$ cat src/rtl/beep_sched.sv
// beep_sched: arbitrates four beep-burst requesters and sequences beep_en/tone_sel for the winner.
// Latency: ack and beep_en rise one cycle after req is sampled in IDLE; done follows N*(ON_CYCLES+OFF_CYCLES) cycles after ack (1 cycle when N=0).
// Backpressure: req is level-held until ack and ignored outside IDLE; define BEEP_SCHED_RR_EN for round-robin, otherwise fixed priority (lowest index wins).
module beep_sched #(
    parameter int ON_CYCLES  = 5_000_000,
    parameter int OFF_CYCLES = 2_500_000
) (
    input  logic        sys_clk,
    input  logic        rst,
    input  logic [3:0]  req,
    input  logic [7:0]  tone_in,
    input  logic [15:0] count_in,
    output logic [3:0]  ack,
    output logic [3:0]  done,
    output logic        busy,
    output logic        beep_en,
    output logic [1:0]  tone_sel
);
    localparam int MAX_CYC = (ON_CYCLES > OFF_CYCLES) ? ON_CYCLES : OFF_CYCLES;
    localparam int IW      = (MAX_CYC > 1) ? $clog2(MAX_CYC) : 1;

    // Terminal counts of the interval counter. On the last beep the OFF
    // interval hands over to FIN one cycle early: the FIN cycle itself is the
    // final low cycle, so done lands exactly N*(ON+OFF) cycles after ack.
    localparam logic [IW-1:0] ON_LAST    = IW'(ON_CYCLES - 1);
    localparam logic [IW-1:0] OFF_LAST   = IW'(OFF_CYCLES - 1);
    localparam logic [IW-1:0] OFF_PRE    = IW'((OFF_CYCLES > 1) ? (OFF_CYCLES - 2) : 0);
    localparam bit            OFF_SINGLE = (OFF_CYCLES == 1);

    localparam logic [1:0] S_IDLE = 2'd0;
    localparam logic [1:0] S_ON   = 2'd1;
    localparam logic [1:0] S_OFF  = 2'd2;
    localparam logic [1:0] S_FIN  = 2'd3;

    logic [1:0]    state;
    logic [IW-1:0] ivl;
    logic [3:0]    beep_cnt;
    logic [1:0]    owner;
    logic          win_vld;
    logic [1:0]    win_idx;
    logic [1:0]    sel_tone;
    logic [3:0]    sel_cnt;

`ifdef BEEP_SCHED_RR_EN
    logic [1:0] rr_ptr;
    logic [1:0] cand;

    // Round-robin pick: scan from the pointer; descending loop lets the
    // nearest requester after the pointer overwrite farther ones.
    always_comb begin
        win_vld = 1'b0;
        win_idx = 2'd0;
        cand    = 2'd0;
        for (int k = 3; k >= 0; k--) begin
            cand = rr_ptr + 2'(k);
            if (req[cand]) begin
                win_vld = 1'b1;
                win_idx = cand;
            end
        end
    end

    // Pointer moves past the winner on every grant.
    always_ff @(posedge sys_clk) begin
        if (rst) begin
            rr_ptr <= 2'd0;
        end else if (state == S_IDLE && win_vld) begin
            rr_ptr <= win_idx + 2'd1;
        end
    end
`else
    // Fixed priority: lowest requesting index wins.
    always_comb begin
        win_vld = 1'b0;
        win_idx = 2'd0;
        for (int k = 3; k >= 0; k--) begin
            if (req[k]) begin
                win_vld = 1'b1;
                win_idx = 2'(k);
            end
        end
    end
`endif

    assign sel_tone = tone_in[{win_idx, 1'b0} +: 2];
    assign sel_cnt  = count_in[{win_idx, 2'b00} +: 4];

    // Burst sequencer: grant, ON/OFF interval timing, completion pulse.
    always_ff @(posedge sys_clk) begin
        if (rst) begin
            state    <= S_IDLE;
            ivl      <= '0;
            beep_cnt <= 4'd0;
            owner    <= 2'd0;
            ack      <= 4'd0;
            done     <= 4'd0;
            busy     <= 1'b0;
            beep_en  <= 1'b0;
            tone_sel <= 2'd0;
        end else begin
            ack  <= 4'd0;
            done <= 4'd0;
            case (state)
                S_IDLE: begin
                    ivl <= '0;
                    if (win_vld) begin
                        ack      <= 4'b0001 << win_idx;
                        owner    <= win_idx;
                        tone_sel <= sel_tone;
                        beep_cnt <= sel_cnt;
                        busy     <= 1'b1;
                        if (sel_cnt == 4'd0) begin
                            state <= S_FIN;
                        end else begin
                            state   <= S_ON;
                            beep_en <= 1'b1;
                        end
                    end
                end
                S_ON: begin
                    if (ivl == ON_LAST) begin
                        ivl     <= '0;
                        beep_en <= 1'b0;
                        if (beep_cnt != 4'd0) begin
                            beep_cnt <= beep_cnt - 4'd1;
                        end
                        state <= (OFF_SINGLE && beep_cnt == 4'd1) ? S_FIN : S_OFF;
                    end else begin
                        ivl <= ivl + 1'b1;
                    end
                end
                S_OFF: begin
                    if (!OFF_SINGLE && beep_cnt == 4'd0 && ivl == OFF_PRE) begin
                        ivl   <= '0;
                        state <= S_FIN;
                    end else if (ivl == OFF_LAST) begin
                        ivl     <= '0;
                        state   <= S_ON;
                        beep_en <= 1'b1;
                    end else begin
                        ivl <= ivl + 1'b1;
                    end
                end
                default: begin
                    done  <= 4'b0001 << owner;
                    busy  <= 1'b0;
                    ivl   <= '0;
                    state <= S_IDLE;
                end
            endcase
        end
    end
endmodule

$ cat config.mk
export PLATFORM = sky130hd
export DESIGN_NAME = beep_sched
export DESIGN_NICKNAME = d
export VERILOG_FILES = /design/src/rtl/beep_sched.sv
export SDC_FILE = /design/constraint.sdc
export NUM_CORES = 1
export LEC_CHECK = 0
export CAP_MARGIN = 30
export CORE_UTILIZATION = 28
export DETAILED_ROUTE_END_ITERATION = 7
export HOLD_SLACK_MARGIN = 0.06
export PLACE_DENSITY = 0.54
export SETUP_SLACK_MARGIN = 0.02
export SKIP_LAST_GASP = 1
export SLEW_MARGIN = 20
export SYNTH_ARGS = -nofsm -noshare
export SYNTH_HDL_FRONTEND = slang
export SYNTH_SLANG_ARGS = --single-unit
$ cat constraint.sdc
create_clock -name sys_clk -period 2.3 [get_ports sys_clk]
set_clock_uncertainty 0.1 [all_clocks]
set_input_delay 0.575 -clock sys_clk [delete_from_list [all_inputs] [get_ports sys_clk]]
set_output_delay 0.575 -clock sys_clk [all_outputs]
set_load 0.02 [all_outputs]
==> flow_summary.toml, run 1 <==
[status]
status = "complete, no violations"

[hold_path]
min_path_type = "register to register"

[place]
place.gp.congestion = 0.8299
dp_hpwl_um = 4224
pre_cts_ws_ns = -0.4377
portBuffers = 41
postPlaceCellArea_um2 = 3005

[drt]
vias_per_cell = 4.713
routed_wirelength_um = 5589
drtAntennaViolNets = 0
firstDrtPassIters = 4
first_iter_violations = 47
wire_per_inst_um = 12.73
vias = 2069
drc = 0

[setup_path]
crit_path_start_kind = "primary input"
crit_chain = "dlygate4sd2_1 -> or2_1 -> o32a_1 -> a32oi_1 -> a41oi_2 -> buf_4 -> and3_1 -> nor3_2"
worst-path-max-fanout = 10
path_class = "primary input to register"
slowest_stage = "dlygate4sd2_1"
end_kind = "register"
cp_data_required_time_ns = 2.43
max_stage_delay_ns = 0.33
worstPathArrival_ns = 2.28

[die]
io_pins = 42
core_um2 = 7767
initial_core_util = 0.2901
rows = 32
dieArea_um2 = 8411
die_w_um = 91.71
die_height_um = 91.71

[power_and_ir_drop]
ir_drop_v = 0.0003433
power.total_w = 0.002628
powerDensity_nw_per_um2 = 816.5
p_leak_nw = 1.186

[cells_and_area]
fin_area_um2 = 3218
diodes = 0
n_fill_cell = 814
area_growth_pct = 42.81
fin_nets = 374
layout-drive-gt1-share = 0.1869

[clocking]
cts_made_buffers = 5
clk_latency_ns = 0.29
cts_tree = "done"
clkTransAtPathRegs_ns = 0.08
clkSinkCount = 43
holdBufCountCts = 0
clock_path_buffers = 2
ctsRootBufferMaster = "clkbuf_8"
htreeDepth = 2

[timing]
finalCritPeriodShare = 0.9382
fin_ws_ns = 0.1422
final-setup-viol-count = 0
slew_headroom = 0.6438
final_hold_viol_count = 0
rsz0062_at_grt = "no"
drv_slew = 0
max_freq_ghz = 0.4634
fin_crit_ns = 2.158
worst_slew_pin_slew_ns = 0.5294

[logic_synthesis]
syn-num-nets = 302
synth_flop_cell = "dfxtp_1"
netlist_area_um2 = 2253
synth_edf_count = 0
synthDistinctLibCells = 54
synth_area_leader_cell = "dfxtp_1"
synth.top_cells.by_count = "49 x nor2_1, 43 x dfxtp_1, 16 x nand2_1, 12 x nor3_1, 12 x xor2_1"
ys_ff_latch = 43
synthArstFlopShare = 0
yosys-top-cells-area = "dfxtp_1 38%, nor2_1 8.2%, xor2_1 4.7%, ha_1 4.4%, xnor2_1 3.9%"
synth_top_area_share = 0.3820
post-synth-top-count-cell = "nor2_1"
ys_warn_count = 0
syn_avg_cell_area_um2 = 8.536
synthCells = 264
yosysSeqAreaShare = 0.3820

[global_route]
grt-ovfl-total = 0
antenna_found_initial = 0
grt_pass1_wl_um = 9508
grt_pass1_vias = 2029
grt_max_degree = 24
grt_use_total = 0.1385

[job]
maxCapViolations = 0
## routing by layer
| layer | vias to the layer above | routed length [µm] | GRT usage |
|---|---|---|---|
| met3 | 4 | 366 | 0.04063 |
| met5 | - | 0 | 0 |
| met2 | 53 | 2459 | 0.2256 |
| met1 | 940 | 2721 | 0.1811 |
| li1 | 1072 | - | - |
| met4 | 0 | 42 | 0.02995 |
## critical path, delay by kind of cell
kind / cells / cell delay (ns)
AND/OR/NAND/NOR: 3 / 0.53
AO/OA/AOI/OAI: 3 / 0.68
buffers and inverters: 2 / 0.50
## placed cells by master, fill, tap and decap left out, types with 7 or more instances in the layout
| cell | netlist | routed |
|---|---|---|
| inv_1 | 10 | 10 |
| nand3_1 | 11 | 11 |
| clkdlybuf4s50_1 | 0 | 37 |
| dfxtp_1 | 43 | 42 |
| nand4_1 | 9 | 9 |
| xnor2_1 | 10 | 10 |
| buf_4 | 0 | 34 |
| nor2_1 | 49 | 49 |
| nor3_1 | 12 | 10 |
| xor2_1 | 12 | 12 |
| ha_1 | 8 | 7 |
| nand2_1 | 16 | 16 |
## per-stage QoR
stage               setup TNS, ns    util  std cells  hold WS (ns)
detailed placement         -3.927  0.3869        430        0.3568
global placement           -3.471  0.3869        430        0.3408
finish                          0  0.4143        439        0.3412
global route                    0  0.4143        439        0.3751
floorplan                       0       -        264        0.3256
CTS                             0  0.4043        438        0.3697
## flip-flops by register name, summed over array words and instances (netlist names)
| name | count |
|---|---|
| beep_cnt | 4 |
| done | 4 |
| owner | 2 |
| ivl | 23 |
| tone_sel | 2 |
| busy | 1 |
| state | 2 |
| beep_en | 1 |
| ack | 4 |
## layout make-up
type	count	area, µm²	share of cell area
sequential	43	862.1	0.2679
inverter	10	37.54	0.01166
clock inverter	2	60.06	0.01866
tap	102	127.6	0.03966
timing repair buffer	76	684.4	0.2127
clock buffer	6	72.57	0.02255
multi-input combinational	200	1374	0.4269
## power breakdown
group          leakage (nW)  switching [W]  total (W)  internal, W
Sequential            0.350      0.0000672   0.000910     0.000843
Clock                0.0654       0.000263   0.000698     0.000434
Combinational         0.770       0.000531    0.00102     0.000489
Total                  1.19       0.000861    0.00263      0.00177
## logic make-up (layout without fill, tap and decap cells)
| family | Yosys count | count (layout) | share of synthesized area |
|---|---|---|---|
| multiplexers | 4 | 4 | 0.02887 |
| buffers and inverters | 21 | 94 | 0.04053 |
| XOR/XNOR | 22 | 22 | 0.08551 |
| AND/OR/NAND/NOR | 133 | 133 | 0.3059 |
| AO/OA/AOI/OAI | 33 | 33 | 0.1127 |
| flip-flops | 43 | 43 | 0.3820 |
| adder cells (fa/ha/maj) | 8 | 8 | 0.04442 |
## final timing paths
check,startpoint,end,slack [ns],cells past startpoint
setup / recovery,req[0],beep_en$_SDFFE_PP0P_,0.14,8
hold / removal,ivl[0]$_SDFF_PP0_,ivl[0]$_SDFF_PP0_,0.34,1
setup reg to reg,ivl[11]$_SDFF_PP0_,state[1]$_SDFFE_PP0P_,0.19,7
hold reg to reg,ivl[0]$_SDFF_PP0_,ivl[0]$_SDFF_PP0_,0.34,1
## what timing repair did
item                                    CTS  global route
resized for setup                         4            14
pin swaps                                 0             7
setup buffers                             0             1
endpoints found under the setup margin   10            32
Power figures use the tool's default switching activity.
==> inputs of run 2 (changes only) <==
--- a/config.mk
+++ b/config.mk
@@ -6,10 +6,13 @@
 export NUM_CORES = 1
 export LEC_CHECK = 0
 export CAP_MARGIN = 30
+export CELL_PAD_IN_SITES_DETAIL_PLACEMENT = 1
+export CELL_PAD_IN_SITES_GLOBAL_PLACEMENT = 2
 export CORE_UTILIZATION = 28
 export DETAILED_ROUTE_END_ITERATION = 7
+export GPL_TIMING_DRIVEN = 1
 export HOLD_SLACK_MARGIN = 0.06
-export PLACE_DENSITY = 0.54
+export PLACE_DENSITY = 0.8
 export SETUP_SLACK_MARGIN = 0.02
 export SKIP_LAST_GASP = 1
 export SLEW_MARGIN = 20
==> run 2 against run 1 <==
First-iteration DRC count up 64%. Non-clock buffer count up 6. Setup slack worse by 0.028 ns. Die area unchanged. Design area down 1.2%. Global-route usage up 1.9 points. Fmax down 1.3%.
==> flow_summary.toml, run 2 (synthesized netlist as in run 1, its figures left out) <==
[status]
status = "complete, no violations"

[clocking]
cts_setup_buffers = 0
clkTransAtPathRegs_ns = 0.09
htreeDepth = 2
clkSinkCount = 43
ctsRootBufferMaster = "clkbuf_8"
cts_made_buffers = 5
cts_tree = "done"
clk_latency_ns = 0.30
clock_path_buffers = 2

[drt]
highest_layer = "met4"
vias_per_cell = 4.845
vias = 2156
wire_per_inst_um = 14.12
wl_met1_um = 3077
routed_wirelength_um = 6284
wl_met3_um = 263
first_iter_violations = 77
drtAntennaViolNets = 0
met2_wirelength_um = 2895
firstDrtPassIters = 4
drc = 0

[cells_and_area]
layout-drive-gt1-share = 0.1808
multiInputGateArea_um2 = 1343
layout_commonest_cell = "nor2_1"
seqCellArea_um2 = 862.1
fin_nets = 380
n_fill_cell = 958
area_growth_pct = 41.14
largest_reg_flops = 23
diodes = 0
final_cells = 445
regMostFlops = "ivl"
final_cell_mix = "49 x nor2_1, 42 x dfxtp_1, 40 x buf_4, 37 x clkdlybuf4s50_1, 16 x nand2_1"

[place]
dp_hpwl_um = 4776
portBuffers = 41
pre_cts_ws_ns = -0.4050
placed_cells = 437
place.gp.congestion = 0.7739

[global_route]
grt_max_degree = 24
grt_pass1_wl_um = 10750
antenna_found_initial = 0
grt_use_total = 0.1574
grt_pass1_vias = 2257
grt-ovfl-total = 0

[timing]
final_hold_viol_count = 0
worst_slew_pin_slew_ns = 0.4236
drv_slew = 0
fin_crit_ns = 2.185
final-setup-viol-count = 0
slew_headroom = 0.7154
fin_hold_ws_ns = 0.3351
finalCritPeriodShare = 0.9502
fin_setup_tns_ns = 0
fin_ws_ns = 0.1146
max_freq_ghz = 0.4576
rsz0062_at_grt = "yes"

[power_and_ir_drop]
powerDensity_nw_per_um2 = 751.9
intPower_w = 0.001531
power.switching_w = 0.0008606
seq_power_share = 0.382
pwr-share-comb = 0.414
ir_drop_v = 0.0003133
p_leak_nw = 1.179
swShare = 0.3598
p_clk_frac = 0.204

[die]
die_w_um = 91.71
dieArea_um2 = 8411
rows = 32
die_height_um = 91.71
io_pins = 42
initial_core_util = 0.2901
core_um2 = 7767

[setup_path]
end_kind = "register"
rrSetupSlack_ns = 0.11
path_class = "register to register"
worstPathArrival_ns = 2.28
crit_path_start_kind = "register"
cp_data_required_time_ns = 2.39
worst-path-max-fanout = 7

[hold_path]
min_path_type = "register to register"

[job]
maxCapViolations = 0
run 2: cell types whose count changed in the layout (fill, tap and decap cells not counted), moves of 2 or more:
cell	before	now
bufinv_16	2	0
nor3_1	10	12
buf_4	34	40
nor3_2	3	1
run 2: power groups by stage:
stage	sequential, W	combinational, W	clock, W
2_1_floorplan	0.000965	0.000581	0
3_3_place_gp	0.000927	0.000964	0
3_5_place_dp	0.000930	0.000983	0
4_1_cts	0.000912	0.000989	0.000505
5_1_grt	0.000929	0.00110	0.000530
6_report	0.000915	0.000990	0.000487
run 2: layout make-up:
| cell class | count | share of cell area |
|---|---|---|
| Sequential cell | 43 | 0.2710 |
| Inverter | 10 | 0.01180 |
| Timing Repair Buffer | 82 | 0.2282 |
| Tap cell | 102 | 0.04013 |
| Clock inverter | 2 | 0.003934 |
| Multi-Input combinational cell | 200 | 0.4221 |
| Clock buffer | 6 | 0.02282 |
run 2: per-layer routing:
layer	global-route usage	vias up
met5	0	-
met4	0.02734	0
met3	0.03400	4
li1	-	1087
met2	0.2644	45
met1	0.2097	1020
run 2: path summary, 6_finish.rpt:
kind	to	depth (start not counted)	startpoint
min reg2reg	ivl[0]$_SDFF_PP0_	1	ivl[0]$_SDFF_PP0_
max	beep_cnt[0]$_SDFFE_PP0P_	7	ivl[0]$_SDFF_PP0_
max reg2reg	beep_cnt[0]$_SDFFE_PP0P_	7	ivl[0]$_SDFF_PP0_
min	ivl[0]$_SDFF_PP0_	1	ivl[0]$_SDFF_PP0_
run 2: worst max-delay path, stage by stage (launching register included):
cell,delay [ns]
dfxtp_2,0.36
ha_1,0.17
nand4b_1,0.10
or4_4,0.56
o31ai_1,0.25
o211a_2,0.32
o211a_1,0.19
nor3_2,0.04
run 2: what timing repair did:
item / in CTS / in global routing
endpoints found under the setup margin: 9 / 3
endpoints found under the hold margin: 0 / 0
pin swaps: 0 / 1
resized for setup: 6 / 5
hold buffers: 0 / 0
run 2: stage by stage:
stage / power [W] / utilization / instance area, µm²
after global placement: 0.001891 / 0.3937 / 3058
after CTS: 0.002406 / 0.4058 / 3152
after floorplan: 0.001545 / - / 2253
after detailed placement: 0.001913 / 0.3937 / 3058
after global routing: 0.002555 / 0.4095 / 3181
final: 0.002392 / 0.4095 / 3181
==> inputs of run 3 (changes only) <==
--- a/config.mk
+++ b/config.mk
@@ -12,7 +12,7 @@
 export DETAILED_ROUTE_END_ITERATION = 7
 export GPL_TIMING_DRIVEN = 1
 export HOLD_SLACK_MARGIN = 0.06
-export PLACE_DENSITY = 0.8
+export PLACE_DENSITY_LB_ADDON = 0.05
 export SETUP_SLACK_MARGIN = 0.02
 export SKIP_LAST_GASP = 1
 export SLEW_MARGIN = 20
==> constraint.sdc (replaced) <==
create_clock -name sys_clk -period 2.7 [get_ports sys_clk]
set_clock_uncertainty 0.1 [all_clocks]
set_input_delay 0.675 -clock sys_clk [delete_from_list [all_inputs] [get_ports sys_clk]]
set_output_delay 0.675 -clock sys_clk [all_outputs]
set_load 0.02 [all_outputs]
==> run 3 against run 2 <==
Die area stayed put. Final cell count is 5.8% lower. Wire length is 4.6% lower. Setup slack better by 0.16 ns. Design area is 7.5% lower. Critical path depth stayed put. Via count is 5.9% lower. Critical path type is now primary input to register. Highest routed layer unchanged.
==> flow_summary.toml, run 3 (synthesized netlist as in run 1, its figures left out) <==
[status]
status = "complete, no violations"

[cells_and_area]
regMostFlops = "ivl"
largest_reg_flops = 23
final_cell_mix = "49 x nor2_1, 43 x dfxtp_1, 41 x clkdlybuf4s50_1, 16 x nand2_1, 15 x buf_4"
seqCellArea_um2 = 860.8
n_fill_cell = 941
multiInputGateArea_um2 = 1301
area_growth_pct = 30.59
layout-drive-gt1-share = 0.1009
final_cells = 419
diodes = 0
layout_commonest_cell = "nor2_1"
fin_nets = 354

[global_route]
antenna_found_initial = 0
grt_use_total = 0.1536
grt_pass1_vias = 2108
grt_max_degree = 24
grt_pass1_wl_um = 10270
grt-ovfl-total = 0

[timing]
final-setup-viol-count = 0
drv_slew = 0
slew_headroom = 0.6846
fin_setup_tns_ns = 0
max_freq_ghz = 0.4129
worst_slew_pin_slew_ns = 0.4667
final_hold_viol_count = 0
finalCritPeriodShare = 0.8970
rsz0062_at_grt = "no"
fin_crit_ns = 2.422
fin_ws_ns = 0.2782

[setup_path]
cp_data_required_time_ns = 2.85
worst-path-max-fanout = 5
rr_worst_depth = 6
end_kind = "register"
path_class = "primary input to register"
crit_path_start_kind = "primary input"
worstPathArrival_ns = 2.57

[clocking]
ctsRootBufferMaster = "clkbuf_8"
holdBufCountCts = 0
cts_made_buffers = 5
htreeDepth = 2
cts_tree = "done"
clkTransAtPathRegs_ns = 0.09
cts_setup_buffers = 0
clk_latency_ns = 0.30
clock_path_buffers = 2
clkSinkCount = 43
cts_resized = 0

[place]
placed_cells = 411
pre_cts_ws_ns = -0.05426
place.gp.congestion = 0.8014
portBuffers = 41
dp_hpwl_um = 4538

[power_and_ir_drop]
seq_power_share = 0.393
power.switching_w = 0.0007199
pwr-share-comb = 0.388
p_clk_frac = 0.219
ir_drop_v = 0.0002293
swShare = 0.3655
power.total_w = 0.001969
powerDensity_nw_per_um2 = 669.2
intPower_w = 0.001249
p_leak_nw = 1.035

[die]
rows = 32
io_pins = 42
dieArea_um2 = 8411
die_w_um = 91.71
core_um2 = 7767
die_height_um = 91.71
initial_core_util = 0.2901

[hold_path]
min_path_type = "register to register"
hold_depth = 1

[drt]
routed_wirelength_um = 5996
vias = 2028
wire_per_inst_um = 14.31
firstDrtPassIters = 6
vias_per_cell = 4.840
drtAntennaViolNets = 0
drc = 0
first_iter_violations = 56

[job]
maxCapViolations = 0
==> run 3: cell type report <==
type	count	area share
flip-flops and latches	43	0.2925
well taps	102	0.04337
clock buffers	5	0.02338
inverters	10	0.01276
multi-input cells	200	0.4422
clock inverters	3	0.008078
repair buffers	56	0.1777
==> run 3: power by group through the flow <==
stage / clock network (W) / registers (W) / logic [W]
floorplan: 0 / 0.000822 / 0.000495
global placement: 0 / 0.000791 / 0.000774
detailed placement: 0 / 0.000791 / 0.000776
CTS: 0.000459 / 0.000776 / 0.000781
global route: 0.000488 / 0.000789 / 0.000862
finish: 0.000432 / 0.000774 / 0.000763
==> run 3: final timing paths <==
check	start	endpoint	slack, ns
setup / recovery	req[0]	state[1]$_SDFFE_PP0P_	0.28
hold / removal	ivl[0]$_SDFF_PP0_	ivl[0]$_SDFF_PP0_	0.37
setup reg to reg	ivl[21]$_SDFF_PP0_	state[1]$_SDFFE_PP0P_	0.30
hold reg to reg	ivl[0]$_SDFF_PP0_	ivl[0]$_SDFF_PP0_	0.37
==> run 3: per-stage QoR <==
stage / hold WS (ns) / utilization / instance area, µm²
global route: 0.4134 / 0.3789 / 2943
floorplan: 0.3256 / - / 2253
global placement: 0.3420 / 0.3669 / 2850
detailed placement: 0.3557 / 0.3669 / 2850
finish: 0.3713 / 0.3789 / 2943
CTS: 0.3774 / 0.3789 / 2943
==> run 3: critical path, cell delays in order <==
cell and delay (ns):
clkdlybuf4s50_1 0.48, or2_1 0.26, o32a_1 0.30, a32oi_1 0.18, a41oi_1 0.19, a211o_1 0.35
a21oi_2 0.12
==> run 3: layer usage <==
layer	GRT usage	up-vias	routed length, µm
met5	0	-	0
met4	0.04297	0	64
met3	0.03897	5	329
met2	0.2694	40	2799
met1	0.1852	943	2803
li1	-	1040	-
